<file path="src/rtl/bit_packer.sv">
// Packs variable-length fields MSB-first into aligned 64-bit words, with flush padding and end-of-frame drain.
// Defining BIT_PACKER_STATS_EN adds a per-frame byte counter on total_bytes.
module bit_packer #(
    parameter int   FLUSH_ALIGN = 8,
    parameter logic PAD_BIT     = 1'b0
) (
    input  logic        clock,
    input  logic        reset_n,
    input  logic        input_enable,
    input  logic [63:0] val,
    input  logic [63:0] size_of_bit,
    input  logic        flush_bit,
    input  logic        eof,
    output logic        out_valid,
    output logic [63:0] out_data,
    output logic [3:0]  out_nbytes,
    output logic        out_last,
    output logic        busy,
    output logic        err_size
`ifdef BIT_PACKER_STATS_EN
    ,
    output logic [31:0] total_bytes
`endif
);

    typedef enum logic {RUN, DRAIN} state_t;

    localparam logic [127:0] ONES128    = {128{1'b1}};
    localparam logic [63:0]  ONES64     = {64{1'b1}};
    localparam logic [7:0]   ALIGN_M1   = 8'(FLUSH_ALIGN - 1);
    localparam logic [7:0]   ALIGN_MASK = ~ALIGN_M1;

    state_t       state_q;
    logic [127:0] acc_q;      // valid bits are left-justified; bits below count_q stay zero
    logic [6:0]   count_q;

    logic         size_bad;
    logic [6:0]   n;
    logic [63:0]  field;
    logic [7:0]   cnt_app;
    logic [7:0]   cnt_al;
    logic [7:0]   cnt_fl;
    logic [7:0]   cnt_rem;
    logic [7:0]   sh;
    logic [127:0] ext;
    logic [127:0] padmask;
    logic [127:0] acc_app;
    logic [127:0] acc_fl;
    logic         emit_run;
    logic [63:0]  drain_data;
    logic [7:0]   drain_sum;
    logic [3:0]   drain_nbytes;
    logic         emit_any;
    logic [3:0]   emit_nbytes;

    always_comb begin
        size_bad = input_enable && (size_of_bit > 64'd64);
        n        = 7'd0;
        if (input_enable)
            n = size_bad ? 7'd64 : size_of_bit[6:0];
        field    = (n == 7'd64) ? val : (val & ((64'd1 << n) - 64'd1));

        // Place the field directly below the bits already held.
        cnt_app  = {1'b0, count_q} + {1'b0, n};
        sh       = 8'd128 - cnt_app;
        ext      = {64'd0, field} << sh;
        acc_app  = acc_q | ext;

        cnt_al   = (cnt_app + ALIGN_M1) & ALIGN_MASK;
        cnt_fl   = flush_bit ? cnt_al : cnt_app;
        padmask  = (ONES128 >> cnt_app) & ~(ONES128 >> cnt_fl);
        acc_fl   = PAD_BIT ? (acc_app | padmask) : acc_app;

        emit_run = (cnt_fl >= 8'd64);
        cnt_rem  = emit_run ? (cnt_fl - 8'd64) : cnt_fl;

        drain_data   = acc_q[127:64] | (PAD_BIT ? (ONES64 >> count_q) : 64'd0);
        drain_sum    = {1'b0, count_q} + 8'd7;
        drain_nbytes = drain_sum[6:3];

        emit_any    = (state_q == RUN) ? emit_run : (count_q != 7'd0);
        emit_nbytes = (state_q == RUN) ? 4'd8 : drain_nbytes;
    end

    always_ff @(posedge clock or negedge reset_n) begin
        if (!reset_n) begin
            state_q    <= RUN;
            acc_q      <= '0;
            count_q    <= '0;
            out_valid  <= 1'b0;
            out_data   <= '0;
            out_nbytes <= '0;
            out_last   <= 1'b0;
            busy       <= 1'b0;
            err_size   <= 1'b0;
        end else begin
            // NOTE: non-blocking throughout; every register here sees the pre-edge values of its peers.
            out_valid <= 1'b0;
            out_last  <= 1'b0;
            case (state_q)
                RUN: begin
                    if (size_bad)
                        err_size <= 1'b1;
                    if (emit_run) begin
                        out_valid  <= 1'b1;
                        out_data   <= acc_fl[127:64];
                        out_nbytes <= 4'd8;
                        acc_q      <= acc_fl << 64;
                    end else begin
                        acc_q      <= acc_fl;
                    end
                    count_q <= cnt_rem[6:0];
                    if (eof) begin
                        // An empty remainder needs no drain; tag the word just emitted instead.
                        if (cnt_rem == 8'd0) begin
                            out_last <= emit_run;
                        end else begin
                            state_q <= DRAIN;
                            busy    <= 1'b1;
                        end
                    end
                end
                DRAIN: begin
                    if (count_q != 7'd0) begin
                        out_valid  <= 1'b1;
                        out_data   <= drain_data;
                        out_nbytes <= drain_nbytes;
                        out_last   <= 1'b1;
                    end
                    acc_q   <= '0;
                    count_q <= '0;
                    busy    <= 1'b0;
                    state_q <= RUN;
                end
                default: state_q <= RUN;
            endcase
        end
    end

`ifdef BIT_PACKER_STATS_EN
    logic [31:0] total_q;

    // Counts up with each word and restarts after the frame's last word has been shown for a cycle.
    always_ff @(posedge clock or negedge reset_n) begin
        if (!reset_n)
            total_q <= '0;
        else
            total_q <= (out_last ? 32'd0 : total_q) + (emit_any ? 32'(emit_nbytes) : 32'd0);
    end

    assign total_bytes = total_q;
`else
    logic unused_stats;
    assign unused_stats = emit_any ^ (^emit_nbytes);
`endif

endmodule
</file>
<file path="config.mk">
export PLATFORM = sky130hd
export DESIGN_NAME = bit_packer
export DESIGN_NICKNAME = d
export VERILOG_FILES = /design/src/rtl/bit_packer.sv
export SDC_FILE = /design/constraint.sdc
export NUM_CORES = 1
export LEC_CHECK = 0
export ABC_AREA = 1
export CAP_MARGIN = 0
export CORE_ASPECT_RATIO = 1.2
export CORE_MARGIN = 2
export CORE_UTILIZATION = 59
export DETAILED_ROUTE_END_ITERATION = 10
export GPL_TIMING_DRIVEN = 0
export PLACE_DENSITY = 0.92
export SETUP_SLACK_MARGIN = 0.02
export SLEW_MARGIN = 20
export SYNTH_ARGS = -nofsm -noshare
export SYNTH_HDL_FRONTEND = slang
export SYNTH_SLANG_ARGS = --single-unit
</file>
<file path="constraint.sdc">
create_clock -name clock -period 5 [get_ports clock]
set_input_delay 0.5 -clock clock [delete_from_list [all_inputs] [get_ports clock]]
set_output_delay 0.5 -clock clock [all_outputs]
set_load 0.03 [all_outputs]
</file>
==> impl_metrics.ini, run 1 <==
[status]
status = did not finish
haltStage = global routing
error_line = [ERROR GRT-0116] Global routing finished with congestion. Check the congestion regions in the DRC Viewer.

[clock_network]
clk_path_buf_depth = 3
cts_made_buffers = 21
htree_num_levels = 1
cts_sinks = 208
clockRootBuffer = clkbuf_16

[placed_design]
port_buffers = 201
hpwl_microns = 77600
gp_congestion = 1.234
placed_area_sq_um = 22570
dp.cells = 3986

[synth]
yosysSeqAreaShare = 0.2612
syn_area_per_cell_sq_um = 5.980
synth_ff_type = dfrtp_1
synthCells = 3333
syn_area_sq_um = 19930
syn-num-nets = 3478
synth.top_cell.area_share = 0.2612
ys_top_cells_by_area = dfrtp_1 (26%), nand3_1 (21%), nand2_1 (15%), nor2_1 (8.8%), a21oi_1 (5.2%)
ys_types = 56
yosysWarningCount = 0
synth-seq-cells = 208
synth_async_sr_flop_share = 1.000
yosys.area.top_type = dfrtp_1
synth-edff-count = 0

[global_routing]
grt_pass1_wl_microns = 167500
grt_pass1_vias = 27370
globalRoute.totalOverflow = 3
grt_use_total = 0.6363
grt_max_degree = 83

[floorplanning]
die_w_microns = 171.8
pin_count = 205
die_h_microns = 205.3
rows = 73
start_util = 0.5995
[metal layers]
layer,GRT overflow,global-route usage
met3,0,0.4093
met1,0,0.6496
met2,0,0.8520
met4,3,0.6239
met5,0,0.06957
[stage by stage]
| step | setup TNS (ns) | setup slack (ns) |
|---|---|---|
| CTS | 0 | 0.02013 |
| detailed placement | -299.40 | -2.382 |
| floorplan | 0 | 0.3868 |
| global placement | -1349.64 | -5.155 |
[logic make-up after synthesis]
group / synth area share
simple gates: 0.5550
buf+inv: 0.08582
compound gates: 0.08174
flops: 0.2612
xor+xnor: 0.007910
fa+ha+maj: 0.007910
mux: 0.0005022
[cells in the mapped netlist (5+ instances only)]
library cell	count
clkbuf_1	80
nor3_1	25
nand3_1	820
o21bai_1	9
nor3b_2	7
dfrtp_1	208
nand3_2	26
nand2_1	784
buf_1	31
nor2_1	467
o31ai_1	6
or2_2	12
a31oi_1	6
nor2_4	15
buf_2	86
xor2_1	13
a21oi_2	5
ha_1	11
inv_1	180
nand4_1	164
a21oi_1	208
buf_6	6
o21ai_1	15
o21ai_0	34
nor3_2	6
nor2_2	29
inv_2	15
xnor2_1	5
buf_4	5
nand2_2	14
[what timing repair did]
item                                    in CTS
hold buffers                                 1
pin swaps                                    8
endpoints found under the setup margin     201
gates resized for setup                     92
endpoints found under the hold margin       55
setup buffers                               10
==> run 2, diff against run 1 <==
CORE_ASPECT_RATIO = default   (was 1.2)
CORE_UTILIZATION = 40   (was 59)
PLACE_DENSITY = default   (was 0.92)
PLACE_DENSITY_LB_ADDON = 0.15   (was default)
SETUP_SLACK_MARGIN = default   (was 0.02)
==> impl_metrics.ini, run 2 <==
[synth]
synth_commonest_cells = nand3_1 (820), nand2_1 (784), nor2_1 (467)
ys_types = 56
synth_xor_xnor_area_share = 0.007910
synth-adder-area-share = 0.007910
synth_async_sr_flop_share = 1.000
ys_top_cells_by_area = dfrtp_1 (26%), nand3_1 (21%), nand2_1 (15%), nor2_1 (8.8%), a21oi_1 (5.2%)
synth-seq-cells = 208
synth.top_cell.area_share = 0.2612
yosys.area_share.simple = 0.5550
syn-num-nets = 3478
syn_area_per_cell_sq_um = 5.980
yosys.area.top_type = dfrtp_1
synth-edff-count = 0
synthCells = 3333
syn_area_sq_um = 19930
synth-compound-area-share = 0.08174
yosysSeqAreaShare = 0.2612
synth_mux_area_frac = 0.0005022
synth_top_family_by_area = simple AND/OR/NAND/NOR gates
yosysWarningCount = 0
synth.most_common_cell = nand3_1
synth_ff_type = dfrtp_1

[layout]
seq_area_sq_um = 5205
final_common_cell = nand3_1
fin_nets = 3760
final_util = 0.5111
n_fill_cell = 5125
drive_above_1_share = 0.1488
fin_area_sq_um = 25070
multiInputGateArea_sq_um = 13780
top_register = acc_q
area_delta_synth_final_pct = 25.78
largest_reg_flops = 128
layout_common_cells = nand3_1 (788), nand2_1 (751), nor2_1 (440), dfrtp_1 (208), a21oi_1 (202)
top_regs = acc_q: 128 flops, out_data: 64 flops, count_q: 7 flops

[route]
drc = 0
routed-via-count = 26720
wl_microns = 114400
vias_per_cell = 6.220
drtAntennaViolNets = 0
first_iter_violations = 4421
wl_per_cell_microns = 26.63
dr.pass1.iters = 8

[placed_design]
hpwl_microns = 94060
gp_congestion = 1.089
port_buffers = 201
placed_area_sq_um = 22880

[global_routing]
globalRoute.totalOverflow = 0
antenna_found_initial = 5
grt_pass1_vias = 24250
grt_use_total = 0.4335
grt_pass1_wl_microns = 161600
grt_max_degree = 101

[critical_path]
crit_fanout = 10
r2r_slack_ns = 1.00
critPathKind = in -> reg
start_kind = input pin
arrival_ns = 5.38
timing.rr.end = out_data[47]$_DFFE_PN0P_
r2r_cells = 17
endpoint_kind = register
worst_ep_required_time_ns = 5.45
r2r_start = count_q[0]$_DFF_PN0_

[min_path]
hp-class = in -> async

[status]
status = finished clean

[timing]
skew_ns = 0.01557
finalMaxSlewViolations = 0
min_period_ns = 4.931
max_freq_mhz = 202.8
rsz0062_at_grt = yes
finalSetupViolCount = 0
hold_viol = 0
fin_crit_sh = 0.9861
relSlewSlack = 0.4238
fin_tns_setup_ns = 0
tightest_slew_ns = 0.8642

[power_and_ir_drop]
combPwrFrac = 0.608
netSwitchingFraction = 0.5044
powerDensity_nw_per_um2 = 418.9
clkPwrFrac = 0.151
finalPower_w = 0.01050
p_int_w = 0.005205
ir_drop_uv = 465.6
seqPwrFrac = 0.241
p_switching_w = 0.005296
power_leakage_nw = 12.45

[clock_network]
cts.clk_slew.worst_paths_ns = 0.07
clk_path_buf_depth = 3
clk_latency_ns = 0.53
clockRootBuffer = clkbuf_16
cts_sinks = 208
cts_made_buffers = 21
htree_num_levels = 1
tritoncts = yes

[floorplanning]
start_util = 0.4063
die_h_microns = 227.2
die_area_sq_um = 51630
die_w_microns = 227.2
core_sq_um = 49050
pin_count = 205
rows = 81

[flow_run]
maxCapViolCount = 0
-- run 2: cell counts after synthesis --
No cell type changed its count.
-- run 2: how the worst max path moves through the flow --
stage	from	to	slack [ns]	depth (start not counted)
finish	size_of_bit[7]	out_data[47]$_DFFE_PN0P_	0.07	26
global route	size_of_bit[9]	out_data[42]$_DFFE_PN0P_	-0.07	28
CTS	size_of_bit[45]	acc_q[95]$_DFF_PN0_	0.004	34
detailed placement	size_of_bit[62]	out_data[44]$_DFFE_PN0P_	-2.88	26
global placement	reset_n	out_nbytes[3]$_DFFE_PN0P_	-5.62	1
floorplan	size_of_bit[1]	out_data[41]$_DFFE_PN0P_	0.39	26
-- run 2: power groups by stage --
stage	Combinational (W)	Sequential, W	Clock, W
6_report	0.00638	0.00253	0.00159
2_1_floorplan	0.00290	0.00304	0
5_1_grt	0.00680	0.00258	0.00165
3_3_place_gp	0.00566	0.00254	0
3_5_place_dp	0.00575	0.00255	0
4_1_cts	0.00599	0.00252	0.00159
-- run 2: final cells by class --
| class | instances | share of cell area |
|---|---|---|
| inverters | 198 | 0.03015 |
| diodes | 3 | 0.0002995 |
| clock buffers | 29 | 0.02416 |
| multi-input cells | 2718 | 0.5496 |
| clock inverters | 8 | 0.002895 |
| flip-flops and latches | 208 | 0.2076 |
| well taps | 664 | 0.03314 |
| repair buffers | 259 | 0.1025 |
| plain buffers | 209 | 0.04966 |
-- run 2: layer usage --
layer  track usage  share of wire  up-vias
li1              -              -    11830
met1        0.6185           0.41    12700
met2        0.6113           0.40     1892
met3        0.1404           0.14      302
met4        0.1436          0.039        0
met5             0              0        -
-- run 2: cell families (layout without fill, tap and decap cells) --
group	Yosys count	after routing
muxes	1	1
other	0	3
DFF	208	208
buffers and inverters	407	703
xor gates and xnor gates	18	18
adders and majority gates	12	12
AOI/OAI and AO/OA	298	298
and+or+nand+nor	2389	2389
-- run 2: worst max-delay path, cell delays in order --
cell and delay, ns:
clkdlybuf4s50_1 0.45, nor2_1 0.15, nand2_1 0.09, nor2_1 0.11
nand2_1 0.09, nor2_4 0.15, nand3_4 0.22, nor2_4 0.18
buf_6 0.19, buf_6 0.20, ha_1 0.30, inv_1 0.10
o21bai_2 0.11, nand2_1 0.07, nand2_1 0.06, a21oi_2 0.19
xor2_2 0.28, nand3_1 0.17, xnor2_2 0.31, clkinv_4 0.20
nor2_4 0.21, buf_12 0.15, nand4_1 0.29, a21oi_2 0.22
o21ai_1 0.17, a21oi_1 0.18
-- run 2: timing repair --
action / CTS / global route
hold buffers: 1 / 0
endpoints found under the hold margin: 12 / 0
endpoints found under the setup margin: 199 / 197
setup buffers: 21 / 32
pin swaps: 14 / 23
gates resized for setup: 110 / 248
cloned: 0 / 0
-- run 2: stage by stage --
step / setup slack, ns / std cells / hold slack, ns
after global placement: -5.622 / 4198 / 0.4594
after global routing: -0.06537 / 4294 / 0.4225
final: 0.06936 / 4296 / 0.3943
after CTS: 0.004227 / 4261 / 0.3942
after floorplan: 0.3868 / 3333 / 0.2044
after detailed placement: -2.885 / 4202 / 0.3345
Note: power is estimated with default switching activity, not from simulation.
